[src/rtl/mmio_uart_tx.sv]
// mmio_uart_tx
//   Memory-mapped UART transmitter that sits on the MEM-stage store path.
//   Stores to TXDATA queue bytes in a small FIFO, and a TX FSM serializes
//   them onto `tx`. With UART_PARITY_EN undefined, frames are 8N1
//   (10*CLKS_PER_BIT cycles). STATUS can be polled through `rdata`.
//
//   Register window (16 bytes at BASE_ADDR, index = addr[3:2]):
//     0 TXDATA  write: push wdata[7:0] when wmask[0] is set; reads 0
//     1 STATUS  read : {bit8 parity, bit7:4 count (sat 15), bit3 overflow,
//                       bit2 busy, bit1 empty, bit0 full}
//               write: wmask[0] & wdata[3] clears overflow
//     2,3       read 0, writes ignored
//
//   Optional feature macro: UART_PARITY_EN
//     Inserts an even-parity bit between the data bits and the stop bit,
//     making frames 11*CLKS_PER_BIT cycles long. STATUS bit8 then reads 1.
//
//   Ports:
//     clk    system clock, rising edge
//     rst    asynchronous active-high reset
//     addr   byte address from the MEM stage
//     wdata  store data
//     wmask  byte-lane write mask
//     we     store enable
//     sel    combinational: addr lies inside the register window
//     rdata  combinational register read data
//     tx     registered serial output, idle high
//     busy   frame in flight or FIFO non-empty
`timescale 1ns/1ps

module mmio_uart_tx #(
    parameter int unsigned            ADDR_WIDTH   = 32,
    parameter int unsigned            DATA_WIDTH   = 32,
    parameter logic [ADDR_WIDTH-1:0]  BASE_ADDR    = 32'h1000_0000,
    parameter int unsigned            FIFO_DEPTH   = 8,
    parameter int unsigned            CLKS_PER_BIT = 16
) (
    input  logic                  clk,
    input  logic                  rst,
    input  logic [ADDR_WIDTH-1:0] addr,
    input  logic [DATA_WIDTH-1:0] wdata,
    input  logic [3:0]            wmask,
    input  logic                  we,
    output logic                  sel,
    output logic [DATA_WIDTH-1:0] rdata,
    output logic                  tx,
    output logic                  busy
);

    localparam int unsigned PTR_W  = $clog2(FIFO_DEPTH);
    localparam int unsigned CNT_W  = PTR_W + 1;
    localparam int unsigned BAUD_W = $clog2(CLKS_PER_BIT);
    localparam logic [CNT_W-1:0]  DEPTH_C   = CNT_W'(FIFO_DEPTH);
    localparam logic [BAUD_W-1:0] BAUD_LAST = BAUD_W'(CLKS_PER_BIT - 1);

    typedef enum logic [2:0] {
        S_IDLE,
        S_START,
        S_DATA,
`ifdef UART_PARITY_EN
        S_PARITY,
`endif
        S_STOP
    } state_e;

    // ---------------- address decode ----------------
    logic [1:0] reg_idx;
    logic       push_req;
    logic       ovf_clr;
    logic       unused_bits;

    assign sel      = (addr[ADDR_WIDTH-1:4] == BASE_ADDR[ADDR_WIDTH-1:4]);
    assign reg_idx  = addr[3:2];
    assign push_req = we & sel & (reg_idx == 2'd0) & wmask[0];
    assign ovf_clr  = we & sel & (reg_idx == 2'd1) & wmask[0] & wdata[3];
    assign unused_bits = ^{addr[1:0], wdata[DATA_WIDTH-1:8], wmask[3:1]};

    // ---------------- FIFO ----------------
    logic [7:0]       mem_q [FIFO_DEPTH];
    logic [PTR_W-1:0] wr_ptr_q, rd_ptr_q;
    logic [CNT_W-1:0] count_q, count_d;
    logic             ovf_q;
    logic             full, empty, push, pop;
    logic [7:0]       fifo_head;

    assign full      = (count_q == DEPTH_C);
    assign empty     = (count_q == '0);
    assign fifo_head = mem_q[rd_ptr_q];
    // A pop on the same edge frees the slot, so a push into a full FIFO is kept.
    assign push      = push_req & (~full | pop);

    always_comb begin
        count_d = count_q;
        case ({push, pop})
            2'b10:   count_d = count_q + CNT_W'(1);
            2'b01:   count_d = count_q - CNT_W'(1);
            default: count_d = count_q;
        endcase
    end

    always_ff @(posedge clk or posedge rst) begin
        if (rst) begin
            wr_ptr_q <= '0;
            rd_ptr_q <= '0;
            count_q  <= '0;
            ovf_q    <= 1'b0;
        end else begin
            if (push) wr_ptr_q <= wr_ptr_q + PTR_W'(1);
            if (pop)  rd_ptr_q <= rd_ptr_q + PTR_W'(1);
            count_q <= count_d;
            if (ovf_clr)
                ovf_q <= 1'b0;
            else if (push_req & full & ~pop)
                ovf_q <= 1'b1;
        end
    end

    always_ff @(posedge clk) begin
        if (push) mem_q[wr_ptr_q] <= wdata[7:0];
    end

    // ---------------- TX FSM ----------------
    state_e            state_q, state_d;
    logic [BAUD_W-1:0] baud_q, baud_d;
    logic [2:0]        bit_q, bit_d;
    logic [7:0]        shift_q, shift_d;
    logic              par_q, par_d;
    logic              tx_q, tx_d;
    logic              baud_end;

    assign baud_end = (baud_q == BAUD_LAST);

    // state register
    always_ff @(posedge clk or posedge rst) begin
        if (rst) begin
            state_q <= S_IDLE;
            baud_q  <= '0;
            bit_q   <= '0;
            shift_q <= '0;
            par_q   <= 1'b0;
            tx_q    <= 1'b1;
        end else begin
            state_q <= state_d;
            baud_q  <= baud_d;
            bit_q   <= bit_d;
            shift_q <= shift_d;
            par_q   <= par_d;
            tx_q    <= tx_d;
        end
    end

    // next-state logic
    always_comb begin
        state_d = state_q;
        baud_d  = baud_q;
        bit_d   = bit_q;
        shift_d = shift_q;
        par_d   = par_q;
        pop     = 1'b0;
        case (state_q)
            S_IDLE: begin
                if (!empty) begin
                    pop     = 1'b1;
                    shift_d = fifo_head;
                    par_d   = ^fifo_head;
                    baud_d  = '0;
                    bit_d   = '0;
                    state_d = S_START;
                end
            end
            S_START: begin
                if (baud_end) begin
                    baud_d  = '0;
                    state_d = S_DATA;
                end else begin
                    baud_d = baud_q + BAUD_W'(1);
                end
            end
            S_DATA: begin
                if (baud_end) begin
                    baud_d  = '0;
                    shift_d = shift_q >> 1;
                    bit_d   = bit_q + 3'd1;
                    if (bit_q == 3'd7) begin
`ifdef UART_PARITY_EN
                        state_d = S_PARITY;
`else
                        state_d = S_STOP;
`endif
                    end
                end else begin
                    baud_d = baud_q + BAUD_W'(1);
                end
            end
`ifdef UART_PARITY_EN
            S_PARITY: begin
                if (baud_end) begin
                    baud_d  = '0;
                    state_d = S_STOP;
                end else begin
                    baud_d = baud_q + BAUD_W'(1);
                end
            end
`endif
            S_STOP: begin
                if (baud_end) begin
                    baud_d = '0;
                    // Chain straight into the next start bit when data is waiting.
                    if (!empty) begin
                        pop     = 1'b1;
                        shift_d = fifo_head;
                        par_d   = ^fifo_head;
                        bit_d   = '0;
                        state_d = S_START;
                    end else begin
                        state_d = S_IDLE;
                    end
                end else begin
                    baud_d = baud_q + BAUD_W'(1);
                end
            end
            default: state_d = S_IDLE;
        endcase
    end

    // output logic: tx is registered, so it is computed from the next state
    always_comb begin
        tx_d = 1'b1;
        case (state_d)
            S_START:  tx_d = 1'b0;
            S_DATA:   tx_d = shift_d[0];
`ifdef UART_PARITY_EN
            S_PARITY: tx_d = par_q;
`endif
            default:  tx_d = 1'b1;
        endcase
    end

    assign tx   = tx_q;
    assign busy = (state_q != S_IDLE) | ~empty;

    // ---------------- register read ----------------
    logic [31:0] count_ext;
    logic [3:0]  count_sat;

    assign count_ext = 32'(count_q);
    assign count_sat = (count_ext > 32'd15) ? 4'hF : count_ext[3:0];

    always_comb begin
        rdata = '0;
        if (sel && (reg_idx == 2'd1)) begin
            rdata[0]   = full;
            rdata[1]   = empty;
            rdata[2]   = busy;
            rdata[3]   = ovf_q;
            rdata[7:4] = count_sat;
`ifdef UART_PARITY_EN
            rdata[8]   = 1'b1;
`endif
        end
    end

endmodule

[config.mk]
export PLATFORM = sky130hd
export DESIGN_NAME = mmio_uart_tx
export DESIGN_NICKNAME = d
export VERILOG_FILES = /design/src/rtl/mmio_uart_tx.sv
export SDC_FILE = /design/constraint.sdc
export NUM_CORES = 1
export LEC_CHECK = 0
export BUFFER_PORTS_ARGS = -buffer_cell sky130_fd_sc_hd__buf_2
export CAP_MARGIN = 25
export CORE_MARGIN = 4
export CORE_UTILIZATION = 45
export DETAILED_ROUTE_END_ITERATION = 10
export PLACE_DENSITY = 0.79
export SKIP_LAST_GASP = 1
export SLEW_MARGIN = 20
export SYNTH_ARGS = -nofsm -noshare
export SYNTH_HDL_FRONTEND = slang
export SYNTH_SLANG_ARGS = --single-unit
[constraint.sdc]
create_clock -name clk -period 6.4 [get_ports clk]
set_input_delay 0.32 -clock clk [delete_from_list [all_inputs] [get_ports clk]]
set_output_delay 0.32 -clock clk [all_outputs]
set_load 0.03 [all_outputs]
==> results of run 1 <==
## report_power, final
part           total (W)  switching, W  internal [W]
Clock           0.000391      0.000208      0.000183
Sequential      0.000691     0.0000207      0.000670
Combinational  0.0000968     0.0000608     0.0000361
Total            0.00118      0.000290      0.000889
## logic make-up (layout without fill, tap and decap cells)
group / after synthesis / count (layout) / share of synthesized area
AO/OA/AOI/OAI: 39 / 39 / 0.0674
XOR/XNOR: 10 / 10 / 0.0198
adder cells (fa/ha/maj): 8 / 8 / 0.0227
buffers and inverters: 46 / 84 / 0.0691
flip-flops: 94 / 94 / 0.605
multiplexers: 29 / 29 / 0.112
other: 1 / 25 / 0.000849
AND/OR/NAND/NOR: 79 / 79 / 0.103
## sequential cells by signal (all words and copies together), names as in the netlist
register,count
mem_q,64
shift_q,8
baud_q,4
count_q,4
bit_q,3
rd_ptr_q,3
state_q,3
wr_ptr_q,3
ovf_q,1
tx,1
## cell type report
cell class	count	area, sq um	share of cell area
Clock buffer	10	128	0.0260
Clock inverter	6	67.6	0.0137
Inverter	7	26.3	0.00534
Multi-Input combinational cell	190	1530	0.312
Sequential cell	94	2680	0.544
Tap cell	129	161	0.0328
Timing Repair Buffer	61	325	0.0662
## metrics by stage
stage	area [sq um]	worst slack (ns)	util	power, W
floorplan	4510	3.75	-	0.000784
global placement	4720	3.09	0.501	0.000797
detailed placement	4720	3.07	0.501	0.000801
CTS	4920	3.34	0.522	0.00119
global route	4920	3.07	0.522	0.00123
finish	4920	3.35	0.522	0.00118
## critical path, cell delays in order (launching register included)
cell     delay, ns
dfrtp_1       0.41
ha_1          0.29
and3_1        0.25
a21oi_1       0.29
nand3_1       0.15
nand3_1       0.41
ha_1          0.34
xor2_1        0.09
ha_1          0.18
a21oi_1       0.16
xor2_1        0.16
nor2_1        0.06
xor2_1        0.14
## per-layer routing
| layer | track usage | wire (um) | share of wire |
|---|---|---|---|
| met1 | 0.201 | 3510 | 0.43 |
| met4 | 0.0365 | 93 | 0.012 |
| met5 | 0 | 0 | 0 |
| met3 | 0.0427 | 373 | 0.046 |
| met2 | 0.244 | 4110 | 0.51 |
## synth_stat cells, drive strengths merged, types with 2 or more instances
library cell and instances:
edfxtp 64, buf 36, dfrtp 29, mux4 16
nand2 11, nor2 11, nor4 11, and3 10
mux2i 10, nor3 9, ha 8, o21ai 8
a21oi 7, a22oi 7, inv 7, nor2b 6
xnor2 6, nand3 5, nand4 4, xor2 4
a22o 3, a31oi 3, clkbuf 3, mux2 3
nand2b 3, nor4b 3, a21o 2, a221o 2
and2 2
## path summary, 6_finish.rpt
path	slack [ns]	cells past startpoint	startpoint	endpoint
hold / removal	0.02	3	rst	ovf_q
min in group clk	0.17	2	wmask[0]	ovf_q
setup / recovery	3.35	12	baud_q[0]	count_q[2]
max in group asynchronous	6.04	3	rst	tx
hold reg to reg	0.50	2	shift_q[7]	shift_q[7]
setup reg to reg	3.35	12	baud_q[0]	count_q[2]
==> reports/qor.yml, run 1 <==
route.detailed.drc: 0
detail_route.wl_per_cell_um: 16.3
antenna_found_initial: 0
root_buffer: "clkbuf_8"
dr.pass1.iters: 4
ant_nets: 0
die_w_um: 107
first_iter_violations: 128
cts_resized: 0
finalSetupViolCount: 0
hold_buffers: 0
synth_top_cell_by_area: "edfxtp_1"
drive_above_1_share: 0.302
synth_cells: 306
holdWs_ns: 0.0181
clk_latency_ns: 0.36
ys_warn_count: 0
cap_violations: 0
die_y_um: 107
num_io_pins: 106
run_status: "finished clean"
vias: 2614
relSlewSlack: 0.367
layout_commonest_cell: "edfxtp_1"
startpoint_type: "register"
overflow: 0
synthFlopType: "edfxtp_1"
rows: 35
grt_pass1_vias: 2603
end_kind: "register"
cts_tree: "built"
grt_max_degree: 31
dp.cells: 481
place.gp.congestion: 0.807
syn_area_per_cell_sq_um: 14.4
cts_setup_buffers: 0
fmax_mhz: 328
synthArstFlopShare: 0.319
dp_hpwl_mm: 5.64
finalSetupTns_ns: 0
area_growth_pct: 11.3
start_util: 0.469
core_sq_um: 9420
finalCritPeriodShare: 0.477
clk_pin_slew_ns: 0.10
drt_wl_total_mm: 8.09
grt_first_pass_wirelength_mm: 13.4
cts_buffer_depth: 2
track_usage: 0.151
vias_per_cell: 5.26
numCtsBuffers: 9
critPathRequiredTime_ns: 6.65
ys_ff_latch: 94
dieArea_sq_um: 11500
layout_common_cells: "edfxtp_1, buf_2, dfrtp_1"
hold_viol: 0
cellPowerDensity_nw_per_um2: 240
clock_skew_ns: 0.0157
path_max_fanout: 12
diodes: 0
rsz0062_at_grt: "no"
clock_sinks: 94
fin_cells: 497
power_leakage_nw: 1.94
worst_pin_slew_ns: 0.942
nets: 442
synth_edf_count: 64
synth_area_sq_um: 4420
synth_seq_area_share: 0.605
fillers: 801
cts-htree-levels: 3
fin_crit_ns: 3.05
synthTopCellsByArea: "edfxtp_1, dfrtp_1, mux4_2"
criticalPathCategory: "register to register"
arrival_ns: 3.30
io_buffers: 52
ys_types: 53
ir_worst_vdd_v: 0.000163
min_path_type: "primary input to async pin"
yosysTopAreaCellShare: 0.435
report.final.slew_viol_count: 0
Note: power is estimated with default switching activity, not from simulation.
==> run 2: changes to the inputs <==
--- a/config.mk
+++ b/config.mk
@@ -5,12 +5,13 @@
 export SDC_FILE = /design/constraint.sdc
 export NUM_CORES = 1
 export LEC_CHECK = 0
+export ABC_AREA = 1
 export BUFFER_PORTS_ARGS = -buffer_cell sky130_fd_sc_hd__buf_2
 export CAP_MARGIN = 25
 export CORE_MARGIN = 4
 export CORE_UTILIZATION = 45
 export DETAILED_ROUTE_END_ITERATION = 10
-export PLACE_DENSITY = 0.79
+export PLACE_DENSITY = 0.81
 export SKIP_LAST_GASP = 1
 export SLEW_MARGIN = 20
 export SYNTH_ARGS = -nofsm -noshare
==> constraint.sdc (replaced) <==
create_clock -name clk -period 2.8 [get_ports clk]
set_input_delay 0.14 -clock clk [delete_from_list [all_inputs] [get_ports clk]]
set_output_delay 0.14 -clock clk [all_outputs]
set_load 0.03 [all_outputs]
==> run 2 against run 1 <==
Die area up 3.7%; critical path depth rose by 1; power rose to 3.3 times the previous value; cell area rose by 5.1%; final cell count rose by 35%; worst setup slack got worse by 3.1 ns; clock skew down 0.0021 ns; flip-flop and latch count unchanged.
==> reports/qor.yml, run 2 <==
run_status: "finished clean"
fin_cells: 670
cap_violations: 0
die_w_um: 109
cts-htree-levels: 3
clock_skew_ns: 0.0137
crit_family: "adder cells"
clock_sinks: 94
dp_hpwl_mm: 6.51
report.final.slew_viol_count: 0
r2r-start: "baud_q[0]"
grt_pass1_vias: 3285
track_usage: 0.170
r2r_slack_ns: 0.24
arrival_ns: 2.80
holdWs_ns: 0.0339
ys_types: 35
synthArstFlopShare: 0.319
die_y_um: 109
path_max_fanout: 6
reg_top3: "mem_q (64), shift_q (8)"
layout_commonest_cell: "nor2_1"
finalSetupTns_ns: 0
dieArea_sq_um: 11900
fillers: 857
io_buffers: 52
drt_wl_total_mm: 9.25
end_kind: "register"
vias: 3361
num_io_pins: 106
yosys-top-cells-count: "nor2_1, nand2_1, edfxtp_1"
numCtsBuffers: 9
yosysTopAreaCellShare: 0.418
antenna_found_initial: 0
grt_first_pass_wirelength_mm: 15.5
place.gp.congestion: 0.867
cts_buffer_depth: 2
dr.pass1.iters: 4
min_path_type: "primary input to register"
critPathRequiredTime_ns: 3.04
ir_worst_vdd_v: 0.000426
route.detailed.drc: 0
startpoint_type: "register"
path_cells: "ha_1 -> nand3_4 -> nand2_2 -> nand2_4 -> nand2_2 -> nand4_1 -> ha_2 -> xor2_1 -> ha_1 -> a21oi_1 -> a21oi_1 -> o21ai_0 -> o21ai_0"
core_sq_um: 9860
fin_crit_ns: 2.56
layout_common_cells: "nor2_1, nand2_1, edfxtp_1"
regMostFlops: "mem_q"
worstHoldStart: "wdata[1]"
ys_warn_count: 0
cellPowerDensity_nw_per_um2: 751
syn_area_per_cell_sq_um: 9.88
fmax_mhz: 391
synth_cells: 465
hold_viol: 0
cp-startpoint: "baud_q[0]"
ant_nets: 0
grt_max_degree: 36
area_growth_pct: 12.6
rows: 36
vias_per_cell: 5.02
cts_tree: "built"
cp.depth: 13
detail_route.wl_per_cell_um: 13.8
largest_reg_flops: 64
clk_pin_slew_ns: 0.10
reg2reg_depth: 13
max_stage_delay_ns: 0.41
relSlewSlack: 0.412
synthTopCellsByArea: "edfxtp_1, dfrtp_1, nor2_1"
root_buffer: "clkbuf_8"
crit_buf_inv: 0
clk_latency_ns: 0.37
reg2reg_to: "count_q[2]"
first_iter_violations: 252
drive_above_1_share: 0.203
nets: 611
synth_seq_area_share: 0.582
synth_edf_count: 64
dp.cells: 651
power_leakage_nw: 2.16
start_util: 0.466
ys_ff_latch: 94
rsz0062_at_grt: "no"
finalSetupViolCount: 0
yosysMostFrequentCell: "nor2_1"
crit_path_top_delay_cell: "dfrtp_1"
criticalPathCategory: "register to register"
overflow: 0
worstSetupEndpoint: "count_q[2]"
worst_pin_slew_ns: 0.881
finalCritPeriodShare: 0.914
synth_top_cell_by_area: "edfxtp_1"
diodes: 0
synth_area_sq_um: 4590
synthFlopType: "edfxtp_1"
[run 2: cell count changes after synthesis, sizes merged, moves of 10 or more]
cell   change
inv       +27
mux4      -16
and3      -10
nor2      +79
mux2i     -10
nand3     +23
o21ai     +33
nor4      -11
nand2     +74
[run 2: worst min-delay path by stage]
stage	cells past startpoint	slack (ns)	to
4_1_cts	1	0.02	mem_q[6][6]
3_3_place_gp	2	0.35	count_q[3]
2_1_floorplan	1	0.23	baud_q[0]
6_report	1	0.03	mem_q[6][1]
3_5_place_dp	2	0.36	count_q[3]
5_1_grt	1	0.03	mem_q[2][5]
[run 2: stage by stage]
| step | utilization | cell area, sq um | worst slack, ns | power (W) |
|---|---|---|---|---|
| after floorplan | - | 4680 | 0.540 | 0.00278 |
| after global placement | 0.503 | 4960 | 0.392 | 0.00300 |
| after detailed placement | 0.503 | 4960 | 0.214 | 0.00307 |
| after CTS | 0.522 | 5150 | 0.188 | 0.00390 |
| after global routing | 0.524 | 5170 | 0.00224 | 0.00418 |
| final | 0.524 | 5170 | 0.241 | 0.00388 |
[run 2: power breakdown]
group / leakage (nW) / internal, W / total [W] / switching [W]
Clock: 0.0939 / 0.000335 / 0.000828 / 0.000493
Combinational: 1.13 / 0.000425 / 0.00125 / 0.000829
Sequential: 0.940 / 0.00162 / 0.00180 / 0.000178
Total: 2.16 / 0.00239 / 0.00388 / 0.00150
[run 2: repair_timing]
item,in CTS,in global routing
setup endpoints to repair,0,1
hold buffers,1,0
resized for setup,0,1
buffers inserted,0,2
hold endpoints to repair,21,0
[run 2: logic make-up after synthesis]
group / share of synthesized area
AO/OA/AOI/OAI: 0.0929
XOR/XNOR: 0.0133
adder cells (fa/ha/maj): 0.0218
buffers and inverters: 0.0806
flip-flops: 0.582
other: 0.000816
AND/OR/NAND/NOR: 0.208
[run 2: final cells by class]
type | instances | area (sq um) | share of cell area
Sequential cell | 94 | 2670 | 0.517
Clock inverter | 7 | 55.1 | 0.0106
Timing Repair Buffer | 67 | 375 | 0.0726
Inverter | 35 | 134 | 0.0259
Tap cell | 133 | 166 | 0.0322
Multi-Input combinational cell | 325 | 1640 | 0.318
Clock buffer | 9 | 124 | 0.0240
[run 2: per-layer routing]
layer / track usage / vias up / wire, um
met2: 0.289 / 121 / 4540
met3: 0.0450 / 16 / 722
met5: 0 / - / 0
met1: 0.210 / 1566 / 3840
met4: 0.0595 / 0 / 141
li1: - / 1658 / -
==> run 3: changes to the inputs <==
--- a/config.mk
+++ b/config.mk
@@ -8,8 +8,9 @@
 export ABC_AREA = 1
 export BUFFER_PORTS_ARGS = -buffer_cell sky130_fd_sc_hd__buf_2
 export CAP_MARGIN = 25
-export CORE_MARGIN = 4
 export CORE_UTILIZATION = 45
+export CTS_BUF_LIST = sky130_fd_sc_hd__clkbuf_8
+export CTS_CLUSTER_DIAMETER = 60
 export DETAILED_ROUTE_END_ITERATION = 10
 export PLACE_DENSITY = 0.81
 export SKIP_LAST_GASP = 1
==> run 3 against run 2 <==
Power is 1.3% higher; count of clock-buffer cells in the layout stayed put; final cell count is 0.30% lower; worst hold slack worse by 0.0091 ns; sequential power hardly changed; critical path type unchanged.
==> reports/qor.yml, run 3 (same netlist as run 2, synthesis figures left out) <==
run_status: "finished clean"
cts_buffer_depth: 2
end_kind: "register"
start_util: 0.468
antenna_found_initial: 0
pwr-share-clk: 0.219
combPwrFrac: 0.332
power_leakage_nw: 2.16
die_w_um: 103
hold_viol: 0
dp_hpwl_mm: 6.08
route.detailed.drc: 0
vias: 3342
critPathRequiredTime_ns: 3.06
regMostFlops: "mem_q"
total_power_w: 0.00394
num_io_pins: 106
finalSetupTns_ns: 0
rows: 36
fin_crit_ns: 2.55
cts_tree: "built"
layout_commonest_cell: "nor2_1"
drive_above_1_share: 0.202
track_usage: 0.192
grt_pass1_vias: 3423
layout_common_cells: "nor2_1, nand2_1, edfxtp_1"
post-route-util: 0.526
nets: 609
p_seq_frac: 0.449
clock_skew_ns: 0.00523
clock_sinks: 94
ir_worst_vdd_v: 0.000458
finalWorstSetupSlack_ns: 0.246
cts_resized: 0
hold_buffers: 1
pre_cts_ws_ns: 0.250
worst_pin_slew_ns: 0.635
switching_share: 0.389
p_int_w: 0.00241
cts_setup_buffers: 0
cts-htree-levels: 3
switchingPower_w: 0.00153
arrival_ns: 2.82
reg_top3: "mem_q (64), shift_q (8)"
clk_latency_ns: 0.37
report.final.slew_viol_count: 0
largest_reg_flops: 64
dr.pass1.iters: 4
area_growth_pct: 12.4
numCtsBuffers: 9
vias_per_cell: 5.00
relSlewSlack: 0.576
place.gp.congestion: 0.825
min_path_type: "primary input to register"
fmax_mhz: 391
finalSetupViolCount: 0
worstHoldStart: "wdata[6]"
die_y_um: 103
grt_first_pass_wirelength_mm: 15.2
detail_route.wl_per_cell_um: 13.2
cellPowerDensity_nw_per_um2: 762
diodes: 0
root_buffer: "clkbuf_8"
drt_wl_total_mm: 8.83
overflow: 0
core_sq_um: 9820
grt_max_degree: 36
first_iter_violations: 171
cap_violations: 0
r2r-start: "baud_q[0]"
clk_pin_slew_ns: 0.10
path_max_fanout: 6
rsz0062_at_grt: "no"
startpoint_type: "register"
ant_nets: 0
cp-startpoint: "baud_q[0]"
io_buffers: 52
dieArea_sq_um: 10600
criticalPathCategory: "register to register"
finalCritPeriodShare: 0.912
[run 3: metrics by stage]
step	instance area [sq um]	instances	hold slack (ns)
2_1_floorplan	4680	489	0.230
3_3_place_gp	4960	651	0.396
3_5_place_dp	4960	651	0.260
4_1_cts	5160	668	0.0226
5_1_grt	5160	668	0.0233
6_report	5160	668	0.0248
[run 3: layout make-up]
type / count / area [sq um]
flip-flops and latches: 94 / 2670
multi-input cells: 325 / 1640
inverters: 35 / 134
repair buffers: 65 / 360
fillers: 842 / 4660
well taps: 133 / 166
clock inverters: 7 / 65.1
clock buffers: 9 / 124
[run 3: path summary, 6_finish.rpt]
| kind | to | slack (ns) | cells after the start |
|---|---|---|---|
| setup reg to reg | count_q[2] | 0.25 | 13 |
| setup / recovery | count_q[2] | 0.25 | 13 |
| hold / removal | mem_q[0][6] | 0.02 | 1 |
| min in group asynchronous | baud_q[2] | 0.39 | 3 |
| hold reg to reg | shift_q[1] | 0.50 | 2 |
| max in group asynchronous | shift_q[3] | 1.99 | 3 |
[run 3: critical path, cell delays in order, from the launching register on]
cell     delay (ns)
dfrtp_1        0.40
ha_1           0.25
nand3_4        0.14
nand2_2        0.17
nand2_4        0.09
nand2_2        0.07
nand4_1        0.19
ha_1           0.31
xor2_1         0.17
ha_1           0.20
a21oi_1        0.17
a21oi_1        0.09
o21ai_0        0.07
o21ai_0        0.10
[run 3: routing by layer]
layer	GRT usage	vias to the layer above	part of all wire
met4	0.0910	0	0.012
met5	0	-	0
met1	0.220	1545	0.41
met2	0.336	132	0.51
met3	0.0481	17	0.070
li1	-	1648	-
[run 3: power by group through the flow]
stage | Clock (W) | Sequential (W) | Combinational [W]
after global routing | 0.000927 | 0.00179 | 0.00148
after global placement | 0 | 0.00178 | 0.00123
after detailed placement | 0 | 0.00180 | 0.00129
after floorplan | 0 | 0.00176 | 0.00103
final | 0.000862 | 0.00177 | 0.00131
after CTS | 0.000871 | 0.00176 | 0.00131
